$ cat config.mk
export PLATFORM = sky130hd
export DESIGN_NAME = alu_issue
export DESIGN_NICKNAME = d
export VERILOG_FILES = /design/src/rtl/alu_pkg.sv /design/src/rtl/alu_ctrl.sv /design/src/rtl/alu_issue.sv
export SDC_FILE = /design/constraint.sdc
export NUM_CORES = 1
export LEC_CHECK = 0
export CELL_PAD_IN_SITES_DETAIL_PLACEMENT = 0
export CELL_PAD_IN_SITES_GLOBAL_PLACEMENT = 1
export CORE_MARGIN = 4
export CORE_UTILIZATION = 32
export CTS_BUF_LIST = sky130_fd_sc_hd__clkbuf_2 sky130_fd_sc_hd__clkbuf_4 sky130_fd_sc_hd__clkbuf_8
export DETAILED_ROUTE_END_ITERATION = 10
export GPL_TIMING_DRIVEN = 0
export PLACE_DENSITY = 0.79
export SLEW_MARGIN = 30
export SYNTH_ARGS = -nofsm -noshare
export SYNTH_HDL_FRONTEND = slang
export SYNTH_SLANG_ARGS = --single-unit
$ cat constraint.sdc
create_clock -name clk -period 2.6 [get_ports clk]
set_input_delay 0.52 -clock clk [delete_from_list [all_inputs] [get_ports clk]]
set_output_delay 0.52 -clock clk [all_outputs]
set_load 0.02 [all_outputs]
$ cat src/rtl/alu_pkg.sv
// Shared constants for the execute-stage ALU wrapper: ALU op codes,
// major opcodes and the funct3 values that decode to supported operations.
package alu_pkg;

  localparam logic [2:0] OP_ADD = 3'b000;
  localparam logic [2:0] OP_SUB = 3'b001;
  localparam logic [2:0] OP_AND = 3'b010;
  localparam logic [2:0] OP_OR  = 3'b011;
  localparam logic [2:0] OP_SLT = 3'b101;

  localparam logic [6:0] OPC_R = 7'b0110011;
  localparam logic [6:0] OPC_I = 7'b0010011;

  localparam logic [2:0] F3_ADD = 3'b000;
  localparam logic [2:0] F3_SLT = 3'b010;
  localparam logic [2:0] F3_OR  = 3'b110;
  localparam logic [2:0] F3_AND = 3'b111;

endpackage

$ cat src/rtl/alu_ctrl.sv
// Combinational decode of opcode/funct3/funct7[5] into the 3-bit ALU op,
// an R-type flag and an illegal-instruction flag.
module alu_ctrl
  import alu_pkg::*;
(
  input  logic [6:0] opcode,
  input  logic [2:0] funct3,
  input  logic       funct7b5,
  output logic [2:0] op,
  output logic       is_r,
  output logic       illegal
);

  always_comb begin
    // NOTE: every output gets a default before any branch, so no path can infer a latch.
    op      = OP_ADD;
    illegal = 1'b0;
    is_r    = (opcode == OPC_R);

    case (funct3)
      F3_ADD:  op = (is_r && funct7b5) ? OP_SUB : OP_ADD;
      F3_AND:  op = OP_AND;
      F3_OR:   op = OP_OR;
      F3_SLT:  op = OP_SLT;
      default: illegal = 1'b1;
    endcase

    if (!is_r && (opcode != OPC_I))
      illegal = 1'b1;

    // Undecodable instructions still flow down the pipe as a harmless ADD.
    if (illegal)
      op = OP_ADD;
  end

endmodule

$ cat src/rtl/alu_issue.sv
// Issue/retire stage around the combinational ALU with RAW hazard handling.
// Define ALU_FWD_EN to replace RAW stalls with operand bypass from X and W.
module alu_issue
  import alu_pkg::*;
#(
  parameter int XLEN = 32,
  parameter int RAW  = 5
) (
  input  logic            clk,
  input  logic            rst_n,
  input  logic            in_valid,
  output logic            in_ready,
  input  logic [6:0]      in_opcode,
  input  logic [2:0]      in_funct3,
  input  logic            in_funct7b5,
  input  logic [RAW-1:0]  in_rs1,
  input  logic [RAW-1:0]  in_rs2,
  input  logic [RAW-1:0]  in_rd,
  input  logic [XLEN-1:0] in_rs1_val,
  input  logic [XLEN-1:0] in_rs2_val,
  input  logic [XLEN-1:0] in_imm,
  input  logic            flush,
  output logic [XLEN-1:0] alu_a,
  output logic [XLEN-1:0] alu_b,
  output logic [2:0]      alu_op,
  input  logic [XLEN-1:0] alu_res,
  input  logic            alu_zero,
  output logic            out_valid,
  input  logic            out_ready,
  output logic [RAW-1:0]  out_rd,
  output logic [XLEN-1:0] out_res,
  output logic            out_zero,
  output logic            out_we,
  output logic            illegal
);

  logic           x_valid;
  logic           x_we;
  logic [RAW-1:0] x_rd;

  logic [2:0]      dec_op;
  logic            dec_is_r;
  logic            dec_illegal;
  logic            dec_we;
  logic            w_free;
  logic            accept;
  logic            hazard;
  logic            match_x1, match_x2, match_w1, match_w2;
  logic [XLEN-1:0] rs1_fwd, rs2_fwd, op_b;

  alu_ctrl u_ctrl (
    .opcode   (in_opcode),
    .funct3   (in_funct3),
    .funct7b5 (in_funct7b5),
    .op       (dec_op),
    .is_r     (dec_is_r),
    .illegal  (dec_illegal)
  );

  // x_we/out_we are never set for rd = 0, so x0 sources cannot match.
  assign match_x1 = x_valid && x_we && (x_rd == in_rs1);
  assign match_w1 = out_valid && out_we && (out_rd == in_rs1);
  assign match_x2 = dec_is_r && x_valid && x_we && (x_rd == in_rs2);
  assign match_w2 = dec_is_r && out_valid && out_we && (out_rd == in_rs2);

`ifdef ALU_FWD_EN
  assign hazard  = 1'b0;
  assign rs1_fwd = match_x1 ? alu_res : (match_w1 ? out_res : in_rs1_val);
  assign rs2_fwd = match_x2 ? alu_res : (match_w2 ? out_res : in_rs2_val);
`else
  assign hazard  = match_x1 || match_w1 || match_x2 || match_w2;
  assign rs1_fwd = in_rs1_val;
  assign rs2_fwd = in_rs2_val;
`endif

  assign op_b     = dec_is_r ? rs2_fwd : in_imm;
  assign dec_we   = !dec_illegal && (in_rd != '0);
  assign w_free   = !out_valid || out_ready;
  assign in_ready = !flush && !hazard && (!x_valid || w_free);
  assign accept   = in_valid && in_ready;

  // Stage X: issue register feeding the ALU directly; data holds when empty.
  always_ff @(posedge clk or negedge rst_n) begin
    // NOTE: datapath registers are reset as well because they drive module outputs that must read 0 after reset.
    if (!rst_n) begin
      x_valid <= 1'b0;
      x_we    <= 1'b0;
      x_rd    <= '0;
      alu_a   <= '0;
      alu_b   <= '0;
      alu_op  <= OP_ADD;
      illegal <= 1'b0;
    end else begin
      // NOTE: sequential state uses non-blocking assignment so every register samples pre-edge values.
      illegal <= accept && dec_illegal;
      if (flush) begin
        x_valid <= 1'b0;
      end else if (accept) begin
        x_valid <= 1'b1;
        x_we    <= dec_we;
        x_rd    <= in_rd;
        alu_a   <= rs1_fwd;
        alu_b   <= op_b;
        alu_op  <= dec_op;
      end else if (x_valid && w_free) begin
        x_valid <= 1'b0;
      end
    end
  end

  // Stage W: retire register; a flush in the same cycle discards the X entry.
  always_ff @(posedge clk or negedge rst_n) begin
    if (!rst_n) begin
      out_valid <= 1'b0;
      out_rd    <= '0;
      out_res   <= '0;
      out_zero  <= 1'b0;
      out_we    <= 1'b0;
    end else if (w_free) begin
      out_valid <= x_valid && !flush;
      if (x_valid && !flush) begin
        out_rd   <= x_rd;
        out_res  <= alu_res;
        out_zero <= alu_zero;
        out_we   <= x_we;
      end
    end
  end

endmodule
# Yosys cells after proc, flatten, opt, wreduce, memory -nomap -nowiden
# Cells that the tools add are included.
[classes]
eq_ne = 9
mux = 9
n_bitwise = 1
reduce_logical = 36
[op_table]
columns = ["operator", "n"]
rows = [
  ["$mux W32", 1],
  ["$eq A5 B5 Y1", 4],
  ["$logic_and A1 B1 Y1", 19],
  ["$pmux W3 S4", 1],
  ["$eq A7 B6 Y1 const B", 1],
  ["$ne A7 B5 Y1 const B", 1],
  ["$eq A3 B3 Y1 const B", 2],
  ["$logic_not A1 Y1", 6],
  ["$mux W1", 6],
  ["$logic_or A1 B1 Y1", 5],
  ["$reduce_bool A5 Y1", 1],
  ["$reduce_and A2 Y1", 2],
  ["$reduce_or A4 Y1", 1],
  ["$eq A3 B2 Y1 const B", 1],
  ["$logic_not A3 Y1", 1],
  ["$mux W3", 1],
  ["$reduce_bool A3 Y1", 1],
  ["$not A1 Y1", 1],
]
[totals]
regBits = 115
inputBits = 160
output_inout_bits = 109
elab_cells = 67

# Depth between registers and ports, before layout
# Gate-level depths: netlist of run 1.
[logic_depth]
ltp_word = 12
mapped_depth = 8

# Hierarchy
# A second synthesis of run 1 with hierarchy kept.
[unflattened]
hier_cells = 332
hier_area_um2 = 5029.8
[modules_own_cells]
columns = ["mod", "instances", "cells_per_inst", "area_per_inst_um2"]
rows = [
  ["alu_issue", 1, 320, 4929.7],
  ["alu_ctrl", 1, 12, 100.1],
]

# Worst setup path before layout of run 1
# OpenSTA, ideal clock, no wires.
[synth_path]
path_type = "input to register"
from = "input in_opcode[1]"
to = "register alu_a[0]"
setup_time_ns = 0.125
arrival_ns = 2.038
required_time_ns = 2.475
path_slack_ns = 0.437
stages = 8
path_buffers = 2
cell_sequence = "nand2_1 -> nor4_4 -> nand4_1 -> a21oi_1 -> and3b_1 -> buf_6 -> buf_6 -> mux2_4"
[synth_via]
elab_chain_len = 11
word_cells_on_any_way = 14
classes_between = "1 x eq/ne; 13 x reduce/logical"
[synth_lines]
columns = ["element", "line", "source"]
rows = [
  ["start: declaration", "alu_issue.sv:13", "input logic [6:0] in_opcode,"],
  ["$eq A7 B6 Y1 (*)", "alu_ctrl.sv:18", "is_r = (opcode == OPC_R);"],
  ["$logic_and A1 B1 Y1 (3 in series)", "alu_issue.sv:63", "assign match_x2 = dec_is_r && x_valid && x_we && (x_rd == in_rs2);"],
  ["$logic_or A1 B1 Y1", "alu_issue.sv:71", "assign hazard = match_x1 || match_w1 || match_x2 || match_w2;"],
  ["$logic_or A1 B1 Y1 (*)", "alu_issue.sv:71", ""],
  ["$logic_not A1 Y1 (*)", "alu_issue.sv:79", "assign in_ready = !flush && !hazard && (!x_valid || w_free);"],
  ["$logic_and A1 B1 Y1 (*) (2 in series)", "alu_issue.sv:79", ""],
  ["$logic_and A1 B1 Y1 (*)", "alu_issue.sv:80", "assign accept = in_valid && in_ready;"],
  ["$reduce_and A2 Y1 (no source line) (*)", "-", ""],
  ["end signal: assignment", "alu_issue.sv:102", "alu_a <= rs1_fwd;"],
  ["end: declaration", "alu_issue.sv:23", "output logic [XLEN-1:0] alu_a,"],
]
# Every way passes the cells marked *; elsewhere a longest branch is shown, timed or not.
# A chain may end at the register's enable or synchronous reset.

# Final worst setup path of run 1
[layout_path]
from = "input in_opcode[1]"
to = "output in_ready"
[layout_via]
elab_chain_len = 9
word_cells_on_any_way = 12
classes_between = "1 x eq/ne; 11 x reduce/logical"
[layout_lines]
columns = ["element", "line", "source"]
rows = [
  ["$eq A7 B6 Y1 (*)", "alu_ctrl.sv:18", ""],
  ["$logic_and A1 B1 Y1 (3 in series)", "alu_issue.sv:63", ""],
  ["$logic_or A1 B1 Y1", "alu_issue.sv:71", ""],
  ["$logic_or A1 B1 Y1 (*)", "alu_issue.sv:71", ""],
  ["$logic_not A1 Y1 (*)", "alu_issue.sv:79", ""],
  ["$logic_and A1 B1 Y1 (*) (2 in series)", "alu_issue.sv:79", ""],
  ["end: declaration", "alu_issue.sv:12", "output logic in_ready,"],
]
# Marked as above.

==> impl_metrics.json, run 1 <==
{
  "netlist.area_leader.share_pct": 54.3,
  "routed_via_density": 4.44,
  "grt_antenna_before_repair": 0,
  "clkTransAtPathRegs_ns": 0.07,
  "total_power_mw": 6.11,
  "tightest_slew_ns": 0.592,
  "synth_commonest_cells": "115 x dfrtp_1, 69 x mux2_4, 47 x mux2_2",
  "cts_num_sinks": 115,
  "wirelength_um": 14800,
  "syn_to_final_growth_pct": 66.4,
  "vias": 3816,
  "worstPathArrival_ns": 2.03,
  "layout.cells.non_filler": 859,
  "setup_violations": 0,
  "critPathLaunchType": "input pin",
  "synthTopCellsByArea": "dfrtp_1 54%, mux2_4 20%, mux2_2 10%",
  "track_usage_pct": 15.8,
  "worstSetupPathType": "in2out",
  "end_kind": "output port",
  "placed_area_um2": 8290,
  "final.setup.worst_slack_ns": 0.0491,
  "drive_above_1_share_pct": 26.9,
  "fin_nets": 790,
  "grt_max_degree": 70,
  "row_count": 46,
  "ys_seq_area_share_pct": 54.3,
  "final-max-slew-violation-count": 0,
  "final.setup_skew_ns": 0.0117,
  "whs_ns": 0.487,
  "synthCells": 334,
  "ys_ff_latch": 115,
  "place_congestion": 0.779,
  "io_pins": 269,
  "core_um2": 16100,
  "initialDrtViolationCount": 86,
  "die-area_um2": 18700,
  "power_density_nw_per_um2": 693,
  "ir_drop_uv": 269,
  "ys.flop_type": "dfrtp_1",
  "placed_cells": 819,
  "die_w_um": 137,
  "crit_path_max_fanout": 3,
  "port_buffers": 268,
  "grt_pass1_vias": 4302,
  "gr-total-overflow": 0,
  "dp_hpwl_um": 11600,
  "hold_viol_final": 0,
  "fmaxAchievable_mhz": 392,
  "slew_headroom_pct": 60.5,
  "synthMostInstantiatedCell": "dfrtp_1",
  "clk_path_buf_depth": 2,
  "cp.required_ns": 2.08,
  "antenna_cells": 0,
  "finalSetupTns_ns": 0,
  "synth-edff-count": 0,
  "synth_area_per_cell_um2": 15.9,
  "yosysWarnings": 0,
  "wl_per_cell_um": 17.3,
  "maxCapViolations": 0,
  "layout.core_utilization_pct": 54.9,
  "hold_class": "reg2reg",
  "antenna_left": 0,
  "cts-htree-levels": 4,
  "fin_crit_sh_pct": 98.1,
  "clkLatencyLatePin_ns": 0.43,
  "grt_setup_unrepaired": "no",
  "pre_cts_ws_ns": -0.716,
  "drc": 0,
  "synth_top_area_cell": "dfrtp_1",
  "dieHeight_um": 137,
  "async_flop_share_pct": 100,
  "cts_tree": "done",
  "synth_fp_nets": 494,
  "clockRootBuffer": "clkbuf_8",
  "drtPass1Iterations": 4,
  "netlist_area_um2": 5300,
  "grt_pass1_wl_um": 22700,
  "cts_made_buffers": 17,
  "design_area_um2": 8820,
  "leakage_nw": 3.71,
  "status": "finished clean",
  "yosysUniqueCellTypes": 30,
  "period_minus_slack_ns": 2.55,
  "initial_core_util_pct": 33.0
}
[flip-flops by register name, summed over array words and instances, names as in the netlist]
name       cells
alu_b         32
out_we         1
x_valid        1
x_rd           5
out_res       32
alu_a         32
out_rd         5
illegal        1
out_zero       1
x_we           1
out_valid      1
alu_op         3
[report_power, final]
group	switching, mW	total (mW)	leakage (nW)	internal [mW]
Clock	0.748	1.87	0.217	1.12
Combinational	0.795	1.93	2.12	1.13
Sequential	0.207	2.31	1.37	2.11
[final timing paths]
path,start,end,slack [ns],cells after the start
max,in_opcode[1],in_ready,0.05,8
min,out_res[7],out_res[7],0.49,1
max reg2reg,x_rd[3],alu_b[22],0.34,9
min reg2reg,out_res[7],out_res[7],0.49,1
max in group asynchronous,rst_n,alu_b[1],1.37,3
min in group asynchronous,rst_n,out_res[28],0.58,2
[worst max-delay path, cell delays in order]
cell and delay [ns]:
clkdlybuf4s50_1 0.47, nand2_2 0.07, nor4_4 0.22, buf_4 0.20
nand4_1 0.13, a21oi_2 0.21, nor2b_2 0.08, buf_6 0.13
[cell families (layout without fill, tap and decap cells)]
family | count (synthesis) | count (layout) | synth area share (%)
flops | 115 | 115 | 54.3
compound gates | 10 | 10 | 1.20
xor+xnor | 20 | 20 | 3.30
mux | 143 | 143 | 35.3
buf+inv | 16 | 325 | 2.27
simple gates | 30 | 30 | 3.68
[cells in the final DEF (no fill, tap or decap), types with 3 or more instances in the layout]
cell type and n:
clkdlybuf4s50_1 262, dfrtp_1 115, mux2_4 69, mux2_2 47, mux2_1 27, clkbuf_8 20
xnor2_1 12, buf_6 9, xor2_1 8, buf_4 7, nor3_1 6, nand2_1 4
clkbuf_1 4, clkinvlp_4 4, bufinv_16 4, nand4_1 3, nand2b_1 3, nor2_1 3
buf_1 3
[what timing repair did]
item / in CTS / in global routing
pin swaps: 3 / 4
buffers inserted: 4 / 3
resized for setup: 7 / 8
hold buffers: 1 / 0
endpoints found under the hold margin: 46 / 0
endpoints found under the setup margin: 70 / 1
[layout make-up]
| cell class | instances | area (um^2) |
|---|---|---|
| clock buffers | 20 | 275 |
| plain buffers | 15 | 116 |
| inverters | 1 | 3.75 |
| flip-flops and latches | 115 | 2880 |
| repair buffers | 277 | 2780 |
| fillers | 1304 | 7230 |
| multi-input cells | 203 | 2320 |
| clock inverters | 12 | 178 |
| well taps | 216 | 270 |
[per-layer routing]
layer  GRT usage (%)  part of all wire (%)
met5               0                     0
met4            6.66                   2.5
met3            5.70                   8.2
met2            26.5                    50
met1            18.4                    39
(Power assumes the default switching activity.)
==> inputs of run 2 (changes only) <==
--- a/config.mk
+++ b/config.mk
@@ -5,6 +5,7 @@
 export SDC_FILE = /design/constraint.sdc
 export NUM_CORES = 1
 export LEC_CHECK = 0
+export CAP_MARGIN = 30
 export CELL_PAD_IN_SITES_DETAIL_PLACEMENT = 0
 export CELL_PAD_IN_SITES_GLOBAL_PLACEMENT = 1
 export CORE_MARGIN = 4
@@ -13,6 +14,7 @@
 export DETAILED_ROUTE_END_ITERATION = 10
 export GPL_TIMING_DRIVEN = 0
 export PLACE_DENSITY = 0.79
+export REMOVE_ABC_BUFFERS = 1
 export SLEW_MARGIN = 30
 export SYNTH_ARGS = -nofsm -noshare
 export SYNTH_HDL_FRONTEND = slang
==> constraint.sdc (replaced) <==
create_clock -name clk -period 2.9 [get_ports clk]
set_input_delay 0.58 -clock clk [delete_from_list [all_inputs] [get_ports clk]]
set_output_delay 0.58 -clock clk [all_outputs]
set_load 0.02 [all_outputs]
==> impl_metrics.json, run 2 (same netlist as run 1, synthesis figures left out) <==
{
  "setup_violations": 0,
  "rr_worst_depth": 9,
  "layout_commonest_cell": "clkdlybuf4s50_1",
  "fin_nets": 778,
  "dieHeight_um": 137,
  "reg2reg_slack_ns": 0.37,
  "drive_above_1_share_pct": 26.6,
  "tightest_slew_ns": 0.541,
  "grt_max_degree": 62,
  "clockRootBuffer": "clkbuf_8",
  "status": "finished clean",
  "slowest_delay_ns": 0.46,
  "antenna_left": 0,
  "grt_pass1_wl_um": 22000,
  "drc": 0,
  "final.setup_skew_ns": 0.0134,
  "largestRegisters": "alu_a (32), alu_b (32), out_res (32)",
  "crit_path_max_fanout": 28,
  "cts_hold_buf": 0,
  "clkTransAtPathRegs_ns": 0.07,
  "seq_area_um2": 2880,
  "final_cell_mix": "266 x clkdlybuf4s50_1, 115 x dfrtp_1, 69 x mux2_4",
  "crit_chain": "clkdlybuf4s50_1, nand2_1, nor4_4, nand4_1, a21oi_2, and3b_4, buf_12, buf_12, buf_12, mux2_4",
  "placed_area_um2": 8290,
  "pre_cts_ws_ns": -0.481,
  "row_count": 46,
  "worst-path-buf-inv": 4,
  "fmaxAchievable_mhz": 362,
  "dp_hpwl_um": 11200,
  "slew_headroom_pct": 63.9,
  "track_usage_pct": 15.3,
  "fin_crit_sh_pct": 95.2,
  "initialDrtViolationCount": 76,
  "cp.required_ns": 3.21,
  "power_density_nw_per_um2": 610,
  "wl_per_cell_um": 17.0,
  "antenna_cells": 0,
  "wirelength_um": 14400,
  "design_area_um2": 8730,
  "multi_input_area_um2": 2320,
  "maxCapViolations": 0,
  "cts_tree": "done",
  "syn_to_final_growth_pct": 64.6,
  "hold_viol_final": 0,
  "cts_made_buffers": 17,
  "port_buffers": 268,
  "cp_slowest_cell": "clkdlybuf4s50_1",
  "r2r-start": "out_valid",
  "hold_class": "in2async",
  "worstSetupPathType": "in2reg",
  "final.setup.worst_slack_ns": 0.140,
  "cp_common_cell": "buf_12",
  "worstPathArrival_ns": 3.07,
  "die-area_um2": 18700,
  "drtPass1Iterations": 4,
  "period_minus_slack_ns": 2.76,
  "grt_setup_unrepaired": "no",
  "ir_drop_uv": 289,
  "die_w_um": 137,
  "final-max-slew-violation-count": 0,
  "cts_num_sinks": 115,
  "io_pins": 269,
  "cpLargestDelayFamily": "buffers and inverters",
  "leakage_nw": 3.64,
  "place_congestion": 0.781,
  "clkLatencyLatePin_ns": 0.43,
  "fillers": 1284,
  "initial_core_util_pct": 33.0,
  "core_um2": 16100,
  "gr-total-overflow": 0,
  "reg2reg_to": "alu_a[3]",
  "cts-htree-levels": 4,
  "layout.core_utilization_pct": 54.4,
  "grt_antenna_before_repair": 0,
  "end_kind": "flop",
  "grt_pass1_vias": 4271,
  "clk_path_buf_depth": 2,
  "routed_via_density": 4.44,
  "whs_ns": 0.0651,
  "vias": 3757,
  "critPathLaunchType": "input pin"
}
## run 2: changes by cell type in the layout (fill, tap and decap cells not counted), sizes merged, moves of 4 or more
cell | previous run | this run
buf | 21 | 13
inv | 2 | 8
clkdlybuf4s50 | 262 | 266
clkbuf | 24 | 18
## run 2: layout make-up
type                       instances  share of cell area [%]
sequential                       115                    33.0
timing repair buffer             280                    32.7
multi-input combinational        203                    26.6
tap                              216                    3.10
clock buffer                      17                    2.68
clock inverter                    15                    1.95
inverter                           1                  0.0430
## run 2: worst max-delay path by stage
stage          slack (ns)  cells past startpoint          from   endpoint
2_1_floorplan       -1.64                      6  in_opcode[1]  alu_b[10]
3_3_place_gp        -3.22                      7  in_opcode[5]  alu_b[10]
3_5_place_dp        -0.48                     10  in_opcode[0]  alu_a[12]
4_1_cts             0.002                      7  in_opcode[4]   in_ready
5_1_grt              0.07                     10  in_opcode[0]   alu_a[3]
6_report             0.14                     10  in_opcode[0]   alu_a[3]
## run 2: repair_timing
item	in CTS	in global routing
gates resized for setup	1	4
setup buffers	3	1
pin swaps	3	3
endpoints found under the setup margin	1	1
## run 2: stage by stage
stage / std cells / TNS (ns) / total power [mW]
detailed placement: 811 / -18.93 / 3.86
finish: 847 / 0 / 5.33
CTS: 846 / 0 / 5.42
global route: 847 / 0 / 5.59
global placement: 803 / -643.47 / 3.84
floorplan: 319 / -117.99 / 2.90
## run 2: per-layer routing
metal / track usage (%) / part of all wire (%) / wire (um)
met5: 0 / 0 / 0
met4: 6.49 / 2.2 / 312
met3: 6.58 / 9.2 / 1320
met2: 26.0 / 51 / 7290
met1: 16.7 / 38 / 5470
## run 2: where the power goes
group | total (mW) | leakage (nW) | switching (mW) | internal [mW]
Sequential | 2.08 | 1.37 | 0.188 | 1.89
Clock | 1.52 | 0.200 | 0.731 | 0.787
Combinational | 1.73 | 2.07 | 0.718 | 1.01
